<file path="config.mk">
export PLATFORM = sky130hd
export DESIGN_NAME = uart_rx
export DESIGN_NICKNAME = d
export VERILOG_FILES = /design/src/rtl/uart_pkg.sv /design/src/rtl/uart_sync2.sv /design/src/rtl/uart_rx.sv
export SDC_FILE = /design/constraint.sdc
export NUM_CORES = 1
export LEC_CHECK = 0
export BUFFER_PORTS_ARGS = -buffer_cell sky130_fd_sc_hd__buf_2
export CORE_MARGIN = 3
export CORE_UTILIZATION = 55
export DETAILED_ROUTE_END_ITERATION = 16
export PLACE_DENSITY = 0.75
export RECOVER_POWER = 50
export SETUP_SLACK_MARGIN = 0.15
export SKIP_LAST_GASP = 1
export SLEW_MARGIN = 20
export SYNTH_ARGS = -nofsm -noshare
export SYNTH_HDL_FRONTEND = slang
export SYNTH_SLANG_ARGS = --single-unit
</file>
<file path="constraint.sdc">
create_clock -name clk -period 4.3 [get_ports clk]
set_input_delay 0.215 -clock clk [delete_from_list [all_inputs] [get_ports clk]]
set_output_delay 0.215 -clock clk [all_outputs]
set_load 0.005 [all_outputs]
</file>
<file path="src/rtl/uart_pkg.sv">
// Shared definitions for the UART receiver: FSM state encoding and oversampling constants.
package uart_pkg;

    typedef enum logic [1:0] {
        IDLE  = 2'd0,
        START = 2'd1,
        DATA  = 2'd2,
        STOP  = 2'd3
    } uart_state_e;

    localparam int OVERSAMPLE = 16;
    localparam int MID_TICK   = 7;

endpackage

</file>
<file path="src/rtl/uart_sync2.sv">
// Two-flop synchronizer for the asynchronous serial line; both flops preset to the idle level (1).
module uart_sync2 (
    input  logic clk,
    input  logic reset,
    input  logic d,
    output logic q
);

    logic meta_q;
    logic sync_q;

    // Two-stage capture of the asynchronous input.
    always_ff @(posedge clk or posedge reset) begin
        if (reset) begin
            meta_q <= 1'b1;
            sync_q <= 1'b1;
        end else begin
            meta_q <= d;
            sync_q <= meta_q;
        end
    end

    assign q = sync_q;

endmodule

</file>
<file path="src/rtl/uart_rx.sv">
// UART receiver: 16x oversampled start/data/stop framing with ready, frame-error and overrun flags.
//
// state | meaning
// IDLE  | line idle; waits for a falling edge once the line has been seen high (armed)
// START | counting to mid start bit; a high sample there is treated as a glitch
// DATA  | sampling DBIT data bits mid-bit, LSB first
// STOP  | counting to the stop sample; high completes the word, low is a frame error
module uart_rx
    import uart_pkg::*;
#(
    parameter int DBIT    = 8,
    parameter int SB_TICK = 16
) (
    input  logic            clk,
    input  logic            reset,
    input  logic            rx_tick,
    input  logic            rx,
    input  logic            rd,
    output logic [DBIT-1:0] dout,
    output logic            rx_ready,
    output logic            frame_err,
    output logic            overrun_err
);

    // The 4-bit tick counter wraps during long stop bits; wrap_q counts the wraps
    // so the terminal compare still lands on tick SB_TICK-1.
    localparam int STOP_LAST  = SB_TICK - 1;
    localparam int STOP_WRAPS = STOP_LAST / OVERSAMPLE;
    localparam int STOP_S     = STOP_LAST % OVERSAMPLE;

    logic            rx_s;

    uart_state_e     state_q, state_d;
    logic [3:0]      s_q, s_d;
    logic [2:0]      n_q, n_d;
    logic [1:0]      wrap_q, wrap_d;
    logic [DBIT-1:0] b_q, b_d;
    logic            armed_q, armed_d;
    logic [DBIT-1:0] dout_q, dout_d;
    logic            ready_q, ready_d;
    logic            ferr_q, ferr_d;
    logic            ovr_q, ovr_d;

    logic            stop_done;
    logic            word_done;

    uart_sync2 u_sync (
        .clk   (clk),
        .reset (reset),
        .d     (rx),
        .q     (rx_s)
    );

    // State and datapath registers.
    always_ff @(posedge clk or posedge reset) begin
        if (reset) begin
            state_q <= IDLE;
            s_q     <= '0;
            n_q     <= '0;
            wrap_q  <= '0;
            b_q     <= '0;
            armed_q <= 1'b0;
            dout_q  <= '0;
            ready_q <= 1'b0;
            ferr_q  <= 1'b0;
            ovr_q   <= 1'b0;
        end else begin
            state_q <= state_d;
            s_q     <= s_d;
            n_q     <= n_d;
            wrap_q  <= wrap_d;
            b_q     <= b_d;
            armed_q <= armed_d;
            dout_q  <= dout_d;
            ready_q <= ready_d;
            ferr_q  <= ferr_d;
            ovr_q   <= ovr_d;
        end
    end

    // Next-state logic: framing FSM with tick-gated counters.
    always_comb begin
        state_d   = state_q;
        s_d       = s_q;
        n_d       = n_q;
        wrap_d    = wrap_q;
        b_d       = b_q;
        armed_d   = armed_q;
        stop_done = 1'b0;
        case (state_q)
            IDLE: begin
                // Leaving IDLE always disarms, so a held-low break cannot retrigger.
                if (armed_q && !rx_s) begin
                    state_d = START;
                    s_d     = '0;
                    armed_d = 1'b0;
                end else if (rx_s) begin
                    armed_d = 1'b1;
                end
            end
            START: begin
                if (rx_tick) begin
                    if (s_q == 4'(MID_TICK)) begin
                        s_d = '0;
                        if (!rx_s) begin
                            state_d = DATA;
                            n_d     = '0;
                        end else begin
                            state_d = IDLE;
                        end
                    end else begin
                        s_d = s_q + 4'd1;
                    end
                end
            end
            DATA: begin
                if (rx_tick) begin
                    if (s_q == 4'(OVERSAMPLE - 1)) begin
                        s_d = '0;
                        b_d = {rx_s, b_q[DBIT-1:1]};
                        if (n_q == 3'(DBIT - 1)) begin
                            state_d = STOP;
                            wrap_d  = '0;
                        end else begin
                            n_d = n_q + 3'd1;
                        end
                    end else begin
                        s_d = s_q + 4'd1;
                    end
                end
            end
            STOP: begin
                if (rx_tick) begin
                    if (s_q == 4'(STOP_S) && wrap_q == 2'(STOP_WRAPS)) begin
                        stop_done = 1'b1;
                        state_d   = IDLE;
                        s_d       = '0;
                    end else begin
                        s_d = s_q + 4'd1;
                        if (s_q == 4'(OVERSAMPLE - 1)) begin
                            wrap_d = wrap_q + 2'd1;
                        end
                    end
                end
            end
            default: begin
                state_d = IDLE;
            end
        endcase
    end

    assign word_done = stop_done && rx_s;

    // Output flags: word completion wins over a same-cycle read; overrun is sticky until read.
    always_comb begin
        dout_d  = dout_q;
        ready_d = ready_q;
        ovr_d   = ovr_q;
        ferr_d  = stop_done && !rx_s;
        if (word_done) begin
            dout_d  = b_q;
            ready_d = 1'b1;
        end else if (rd) begin
            ready_d = 1'b0;
        end
        if (rd) begin
            ovr_d = 1'b0;
        end else if (word_done && ready_q) begin
            ovr_d = 1'b1;
        end
    end

    assign dout        = dout_q;
    assign rx_ready    = ready_q;
    assign frame_err   = ferr_q;
    assign overrun_err = ovr_q;

endmodule

</file>
==> results.py, run 1 <==
metrics = {
    "logic_synthesis": {
        "yosysSeqAreaShare_pct": 56.0,
        "synth_edf_count": 0,
        "syn_area_sq_um": 1480,
        "synth_fa_ha_area_share_pct": 3.38,
        "ys.flop_type": "dfrtp_1",
        "syn-num-nets": 128,
        "postSynthCellCount": 119,
        "ys_ff_latch": 33,
        "yosysTopAreaCellShare_pct": 52.4,
        "synth-xor-area-share_pct": 0.592,
        "synthMuxAreaShare_pct": 16.0,
        "yosys-top-cells-area": "dfrtp_1 (52%), mux2_2 (16%), dfstp_2 (3.6%)",
        "synth-warning-count": 0,
        "avgSynthCellArea_sq_um": 12.4,
        "synth_top_family_by_area": "multiplexers",
        "synth-compound-area-share_pct": 7.69,
        "synthDistinctLibCells": 29,
        "synthArstFlopShare_pct": 100,
        "synth-simple-area-share_pct": 13.9,
        "synth_largest_area_cell": "dfrtp_1",
    },
    "timing": {
        "grt_setup_unrepaired": "false",
        "hold_viol_final": 0,
        "fin_hold_ws_ps": 32.9,
        "clock_skew_ps": 11.0,
        "fmax_ghz": 0.492,
        "setup_viol": 0,
        "fin_tns_setup_ps": 0,
        "fin_crit_ps": 2030,
        "max_slew_margin_pct": -16.1,
        "worstMarginPinSlew_ps": 1740,
        "fin_crit_sh_pct": 47.2,
        "slew_viol_final": 34,
    },
    "cells_and_area": {
        "drive_above_1_share_pct": 35.0,
        "mostFrequentLayoutCell": "dfrtp_1",
        "diodes": 0,
        "layout_common_cells": "dfrtp_1 (31), mux2_2 (21), buf_2 (14)",
        "area_growth_pct": 11.8,
        "nNetsFinal": 151,
    },
    "grt": {
        "grt_pass1_vias": 968,
        "antenna_found_initial": 0,
        "grt_overflow": 0,
        "grt_max_degree": 34,
        "grt_first_pass_wirelength_mm": 4.44,
        "track_usage_pct": 17.8,
    },
    "worst_hold_path": {
        "hp-class": "in -> reg",
    },
    "clocking": {
        "clk_latency_ps": 340,
        "cts_root_buf": "clkbuf_4",
        "cts-resized-gates": 0,
        "cts_made_buffers": 5,
        "clockBufferDepth": 2,
        "cts_tree": "done",
        "path_clk_slew_ps": 100,
        "cts.sinks": 33,
        "h-tree-depth": 2,
    },
    "setup_path": {
        "cp.buffers_inverters": 4,
        "crit_family": "buffers and inverters",
        "cp-end-kind": "asynchronous set/reset pin",
        "required_ps": 4430,
        "crit_arrival_ps": 2160,
        "worstPathCellList": "dlygate4sd3_1, buf_2, inv_1, clkbuf_1",
        "cp_slowest_cell": "clkbuf_1",
        "critPathMaxStageDelay_ps": 1250,
        "cp_max_fo": 33,
        "start_kind": "primary input",
        "path_class": "in -> async",
    },
    "power": {
        "p_switching_uw": 228,
        "power_frac_clock_pct": 24.7,
        "seqPwrFrac_pct": 57.7,
        "p_int_uw": 457,
        "ir_drop_v": 0.000331,
        "combPwrFrac_pct": 17.7,
        "p_per_area_nw_per_um2": 414,
        "p_leak_uw": 0.000861,
        "switching_share_pct": 33.3,
    },
    "placement": {
        "dp_hpwl_mm": 1.76,
        "place_congestion": 0.787,
        "io_buffers": 15,
    },
    "die": {
        "die-area_sq_um": 3350,
        "num_rows": 18,
        "core_sq_um": 2520,
        "io_pins": 16,
        "die_x_um": 57.9,
        "die_h_um": 57.9,
        "initial_utilization_pct": 58.7,
    },
    "run_status": {
        "status": "complete, but fails checks",
        "violations": "capacitance limit, slew limit",
    },
    "routing": {
        "drc": 0,
        "vias_per_cell": 5.57,
        "first_pass_iters": 4,
        "ant_nets": 0,
        "post_drt_wl_per_cell_um": 14.6,
        "initialDrtViolationCount": 13,
        "via_count": 963,
        "routed_wirelength_mm": 2.52,
    },
    "flow_run": {
        "cap_violations": 1,
    },
}
==> path summary, 6_finish.rpt <==
| kind | startpoint | end | slack (ps) | cells past startpoint |
|---|---|---|---|---|
| max | reset | s_q[0] | 2270 | 4 |
| min | rd | overrun_err | 30 | 2 |
| max reg2reg | wrap_q[0] | dout[0] | 2430 | 5 |
| min reg2reg | u_sync.meta_q | u_sync.q | 360 | 0 |
| max in group clk | wrap_q[0] | dout[0] | 2430 | 5 |
| min in group asynchronous | reset | dout[2] | 1030 | 4 |
==> worst reg2reg max path, cell delays in order, from the launching register on <==
cell and delay, ps:
dfrtp_1 420, inv_1 80, ha_1 280, nand3_1 160, nor3_4 430, mux2_2 400
==> metal layers <==
layer | vias to the layer above | GRT usage, % | part of all wire [%]
met2 | 14 | 28.1 | 49
met4 | 0 | 6.95 | 2.0
li1 | 470 | - | -
met5 | - | 0 | 0
met1 | 474 | 22.3 | 46
met3 | 5 | 6.68 | 3.7
==> registers in the layout (all words and copies together), names as in the netlist, named ones only <==
name / cells
state_q: 1
b_q: 8
armed_q: 1
overrun_err: 1
n_q: 3
dout: 8
rx_ready: 1
frame_err: 1
s_q: 4
u_sync.q: 1
u_sync.meta_q: 1
wrap_q: 2
==> per-stage QoR <==
step	utilization [%]	instance area, sq um	setup slack [ps]	power, uW	std cells
detailed placement	62.8	1590	2420	521	163
finish	65.6	1660	2270	685	173
global route	65.6	1660	1980	736	173
CTS	65.8	1660	2400	694	173
global placement	62.8	1590	2520	514	163
floorplan	-	1480	2690	497	119
==> timing repair <==
| action | 4_1_cts | 5_1_grt |
|---|---|---|
| setup buffers | 0 | 0 |
| endpoints found under the hold margin | 32 | 0 |
| hold buffers | 2 | 0 |
==> Yosys cell counts (all sizes together) (3+ instances only) <==
cell and count:
nand3 6, dfrtp 31, nor4 3, nand2 9, ha 4, inv 6, o21ai 5, nor3 3
nor2 7, mux2 21, a21oi 3
==> logic make-up (layout without fill, tap and decap cells) <==
family,count (synthesis),after routing
xor gates and xnor gates,1,1
AOI/OAI and AO/OA,17,17
DFF,33,33
muxes,21,21
buffers and inverters,8,32
adders and majority gates,4,4
and+or+nand+nor,35,35
==> final cells by class <==
| type | count | area (sq um) |
|---|---|---|
| clock buffer | 5 | 37.5 |
| clock inverter | 3 | 17.5 |
| fill | 205 | 867 |
| inverter | 6 | 22.5 |
| multi-input combinational | 78 | 614 |
| sequential | 33 | 828 |
| tap | 30 | 37.5 |
| timing repair buffer | 18 | 97.6 |
==> power groups by stage <==
stage	clock network (uW)	registers, uW	logic [uW]
floorplan	0	371	126
global placement	0	398	116
detailed placement	0	400	121
CTS	177	394	123
global route	193	402	142
finish	169	395	121
Power figures use the tool's default switching activity.
==> run 2: changes to the inputs <==
clock period = 2.12 ns   (was 4.3 ns; I/O delays follow)
==> run 2 against run 1 <==
  * Via count up 0.83%
  * Clock power rose by 100%
  * The run now ends clean
  * Critical path type is now reg -> reg
  * Setup slack worse by 1900 ps
  * First-iteration DRC count grew 54%
  * Highest routed layer unchanged
  * Total power grew 100%
  * Flip-flop and latch count stayed put
  * Clock skew shrank 0.57 ps
==> results.py, run 2 (synthesis gave the netlist of run 1 again) <==
metrics = {
    "timing": {
        "clock_skew_ps": 10.4,
        "hold_viol_final": 0,
        "max_slew_margin_pct": 48.5,
        "fmax_ghz": 0.564,
        "fin_hold_ws_ps": 78.3,
        "grt_setup_unrepaired": "false",
        "setup_viol": 0,
        "fin_ws_ps": 348,
        "slew_viol_final": 0,
        "fin_crit_sh_pct": 83.6,
        "fin_tns_setup_ps": 0,
        "fin_crit_ps": 1770,
        "worstMarginPinSlew_ps": 772,
    },
    "worst_hold_path": {
        "whs_path_depth": 3,
        "hp-class": "in -> reg",
    },
    "routing": {
        "first_pass_iters": 4,
        "initialDrtViolationCount": 20,
        "post_drt_wl_per_cell_um": 13.9,
        "routed_wirelength_mm": 2.45,
        "ant_nets": 0,
        "vias_per_cell": 5.52,
        "drc": 0,
        "via_count": 971,
    },
    "cells_and_area": {
        "nNetsFinal": 154,
        "area_growth_pct": 14.4,
        "final_cells": 176,
        "fin_util_pct": 67.1,
        "fillCellCount": 199,
        "diodes": 0,
        "drive_above_1_share_pct": 35.6,
        "mostFrequentLayoutCell": "dfrtp_1",
        "layout_common_cells": "dfrtp_1 (31), mux2_2 (21), buf_2 (13)",
    },
    "clocking": {
        "cts.sinks": 33,
        "cts_root_buf": "clkbuf_4",
        "clockBufferDepth": 2,
        "clk_latency_ps": 330,
        "h-tree-depth": 2,
        "cts_made_buffers": 5,
        "cts_tree": "done",
        "path_clk_slew_ps": 110,
    },
    "grt": {
        "grt_first_pass_wirelength_mm": 4.29,
        "grt_overflow": 0,
        "grt_max_degree": 34,
        "grt_pass1_vias": 971,
        "antenna_found_initial": 0,
        "track_usage_pct": 16.9,
    },
    "die": {
        "num_rows": 18,
        "core_sq_um": 2520,
        "die_h_um": 57.9,
        "die_x_um": 57.9,
        "die-area_sq_um": 3350,
        "initial_utilization_pct": 58.7,
        "io_pins": 16,
    },
    "flow_run": {
        "cap_violations": 0,
    },
    "power": {
        "p_switching_uw": 459,
        "p_leak_uw": 0.000875,
        "ir_drop_v": 0.000782,
        "p_per_area_nw_per_um2": 820,
        "power_frac_clock_pct": 24.4,
        "p_int_uw": 929,
        "switching_share_pct": 33.1,
        "combPwrFrac_pct": 18.0,
        "seqPwrFrac_pct": 57.6,
    },
    "setup_path": {
        "start_kind": "flop",
        "cp_max_fo": 7,
        "reg2reg_depth": 6,
        "cp-end-kind": "flop",
        "required_ps": 2350,
        "path_class": "reg -> reg",
        "crit_arrival_ps": 2000,
    },
    "placement": {
        "dp_slack_ps": 279,
        "io_buffers": 15,
        "dp_hpwl_mm": 1.76,
        "place_congestion": 0.767,
        "dp.cells": 163,
    },
    "run_status": {
        "status": "finished, final reports clean",
    },
}
## run 2: final cells by class
class | count | area, sq um | area share, %
Multi-Input combinational cell | 78 | 614 | 36.3
Clock inverter | 3 | 17.5 | 1.03
Timing Repair Buffer | 21 | 135 | 7.98
Tap cell | 30 | 37.5 | 2.22
Inverter | 6 | 22.5 | 1.33
Clock buffer | 5 | 37.5 | 2.22
Sequential cell | 33 | 828 | 48.9
## run 2: per-layer routing
layer | wire (um) | track usage, %
met1 | 1110 | 20.6
met2 | 1190 | 27.7
met3 | 112 | 5.12
met4 | 35 | 7.28
met5 | 0 | 0
## run 2: critical path: stages (launching register included)
cell      delay (ps)
dfrtp_1          420
inv_1             70
ha_1             280
nand2_1          110
a311oi_1         350
nand3_1          150
mux2_2           300
## run 2: final timing paths
check | startpoint | end | slack [ps]
hold / removal | rx_tick | s_q[2] | 80
setup reg to reg | wrap_q[0] | flop | 350
max in group asynchronous | reset | b_q[2] | 1110
min in group asynchronous | reset | rx_ready | 520
setup / recovery | wrap_q[0] | flop | 350
hold reg to reg | u_sync.meta_q | u_sync.q | 360
## run 2: what timing repair did
| item | in CTS | in global routing |
|---|---|---|
| hold buffers | 3 | 0 |
| hold endpoints to repair | 33 | 0 |
| endpoints found under the setup margin | 0 | 2 |
| buffers inserted | 0 | 2 |
| gates resized for setup | 0 | 0 |
## run 2: stage by stage
stage	area, sq um	total power [uW]
after floorplan	1480	1010
after global placement	1590	1040
after detailed placement	1590	1060
after CTS	1670	1400
after global routing	1690	1480
final	1690	1390
## run 2: power by group through the flow
stage / registers (uW) / clock network (uW) / logic [uW]
floorplan: 753 / 0 / 256
detailed placement: 811 / 0 / 248
finish: 800 / 339 / 250
CTS: 800 / 349 / 254
global placement: 806 / 0 / 235
global route: 814 / 380 / 288
==> run 3: changes to the inputs <==
clock period = 1.81 ns   (was 2.12 ns; I/O delays follow)
==> run 3 against run 2 <==
  * Worst hold slack got worse by 0.74 ps
  * Clock power rose by 16%
  * Design area rose by 6.1%
  * Final cell count rose by 5.7%
  * Routed wire length rose by 8.7%
==> results.py, run 3 (synthesis gave the netlist of run 1 again) <==
metrics = {
    "setup_path": {
        "required_ps": 2030,
        "crit_arrival_ps": 1840,
        "start_kind": "flop",
        "path_class": "reg -> reg",
        "cp_slowest_cell": "dfrtp_1",
        "cp-end-kind": "flop",
        "cp_max_fo": 4,
        "worstPathCellList": "inv_2, ha_4, nand2_1, a311oi_2, nand3_1, mux2_2",
        "critPathMaxStageDelay_ps": 430,
    },
    "placement": {
        "place_area_sq_um": 1650,
        "dp_hpwl_mm": 1.89,
        "dp.cells": 170,
        "io_buffers": 15,
        "place_congestion": 0.849,
    },
    "timing": {
        "grt_setup_unrepaired": "false",
        "worstMarginPinSlew_ps": 766,
        "clock_skew_ps": 13.0,
        "fin_crit_sh_pct": 89.9,
        "setup_viol": 0,
        "hold_viol_final": 0,
        "fmax_ghz": 0.615,
        "fin_crit_ps": 1630,
        "fin_tns_setup_ps": 0,
        "max_slew_margin_pct": 49.0,
        "fin_hold_ws_ps": 77.5,
        "slew_viol_final": 0,
    },
    "worst_hold_path": {
        "hp-class": "in -> reg",
    },
    "grt": {
        "grt_max_degree": 34,
        "use_met3_pct": 6.01,
        "grt_pass1_vias": 1027,
        "antenna_found_initial": 0,
        "grt_busiest_layer": "met2",
        "grtUsageMet1_pct": 21.3,
        "grt_overflow": 0,
        "met2_usage_pct": 29.4,
        "track_usage_pct": 17.5,
        "grt_first_pass_wirelength_mm": 4.44,
    },
    "cells_and_area": {
        "fillCellCount": 173,
        "nNetsFinal": 164,
        "register_area_sq_um": 830,
        "area_growth_pct": 21.4,
        "mostFrequentLayoutCell": "dfrtp_1",
        "layout_common_cells": "dfrtp_1 (30), mux2_2 (21), buf_2 (15)",
        "diodes": 0,
        "final_cells": 186,
        "multi_input_comb_area_sq_um": 639,
        "fin_area_sq_um": 1800,
        "drive_above_1_share_pct": 44.9,
    },
    "flow_run": {
        "cap_violations": 0,
    },
    "die": {
        "core_sq_um": 2520,
        "die-area_sq_um": 3350,
        "die_x_um": 57.9,
        "num_rows": 18,
        "die_h_um": 57.9,
        "initial_utilization_pct": 58.7,
        "io_pins": 16,
    },
    "clocking": {
        "cts_root_buf": "clkbuf_4",
        "clockBufferDepth": 2,
        "clk_latency_ps": 330,
        "cts_made_buffers": 5,
        "path_clk_slew_ps": 100,
        "cts_tree": "done",
        "cts.sinks": 33,
        "h-tree-depth": 2,
    },
    "run_status": {
        "status": "finished, final reports clean",
    },
    "routing": {
        "ant_nets": 0,
        "post_drt_wl_per_cell_um": 14.3,
        "drc": 0,
        "first_pass_iters": 5,
        "routed_wirelength_mm": 2.66,
        "initialDrtViolationCount": 23,
        "vias_per_cell": 5.70,
        "via_count": 1060,
    },
    "power": {
        "switching_share_pct": 33.0,
        "ir_drop_v": 0.000791,
        "seqPwrFrac_pct": 54.4,
        "p_leak_uw": 0.000928,
        "totalPowerFinal_uw": 1720,
        "p_switching_uw": 567,
        "power_frac_clock_pct": 23.0,
        "combPwrFrac_pct": 22.7,
        "p_int_uw": 1150,
        "p_per_area_nw_per_um2": 955,
    },
}
-- run 3: changes by cell type in the layout (fill, tap and decap cells not counted) --
cell and delta:
inv_1 -1, a311oi_1 -1, inv_2 +1, o21bai_1 -1, ha_4 +1, dfrtp_2 +1, clkbuf_1 -2, ha_2 +1
buf_2 +2, dfrtp_1 -1, o21bai_2 +1, ha_1 -2, buf_4 +10, a311oi_2 +1
-- run 3: routing by layer --
layer	wire length (um)	vias up
met3	130	11
met1	1160	523
li1	-	497
met2	1320	29
met4	56	0
met5	0	-
-- run 3: critical path: cells and delay by family, from the launching register on --
kind	cells	cell delay [ps]
adders and majority gates	1	140
muxes	1	310
DFF	1	430
buffers and inverters	1	80
and+or+nand+nor	2	230
AOI/OAI and AO/OA	1	310
-- run 3: per-stage QoR --
| step | utilization, % | setup slack [ps] |
|---|---|---|
| finish | 71.2 | 183 |
| global route | 71.2 | 92.3 |
| CTS | 69.0 | 153 |
| detailed placement | 65.4 | 138 |
| global placement | 65.4 | 198 |
| floorplan | - | 200 |
-- run 3: area by class of cell --
class / instances / area share, %
clock buffers: 5 / 2.09
clock inverters: 3 / 0.975
inverters: 6 / 1.25
multi-input cells: 78 / 35.6
flip-flops and latches: 33 / 46.2
well taps: 30 / 2.09
repair buffers: 31 / 11.8
-- run 3: path summary, 6_finish.rpt --
check                         startpoint  cells past startpoint  slack (ps)                          to
min reg2reg                u_sync.meta_q                      0         360                    u_sync.q
min                              rx_tick                      3          80                      s_q[2]
min in group asynchronous          reset                      4         550                      b_q[1]
max                            wrap_q[0]                      6         180                        flop
max in group asynchronous          reset                      4         730  asynchronous set/reset pin
max reg2reg                    wrap_q[0]                      6         180                        flop
-- run 3: power by group through the flow --
stage          sequential [uW]  combinational, uW  clock, uW
2_1_floorplan              882                300          0
3_3_place_gp               940                314          0
6_report                   933                389        394
5_1_grt                    951                436        436
3_5_place_dp               946                329          0
4_1_cts                    935                341        401
-- run 3: what timing repair did --
item / CTS / global route
endpoints found under the hold margin: 33 / 0
hold buffers: 3 / 0
pin swaps: 1 / 3
setup endpoints to repair: 1 / 14
buffers inserted: 0 / 5
gates resized for setup: 1 / 6
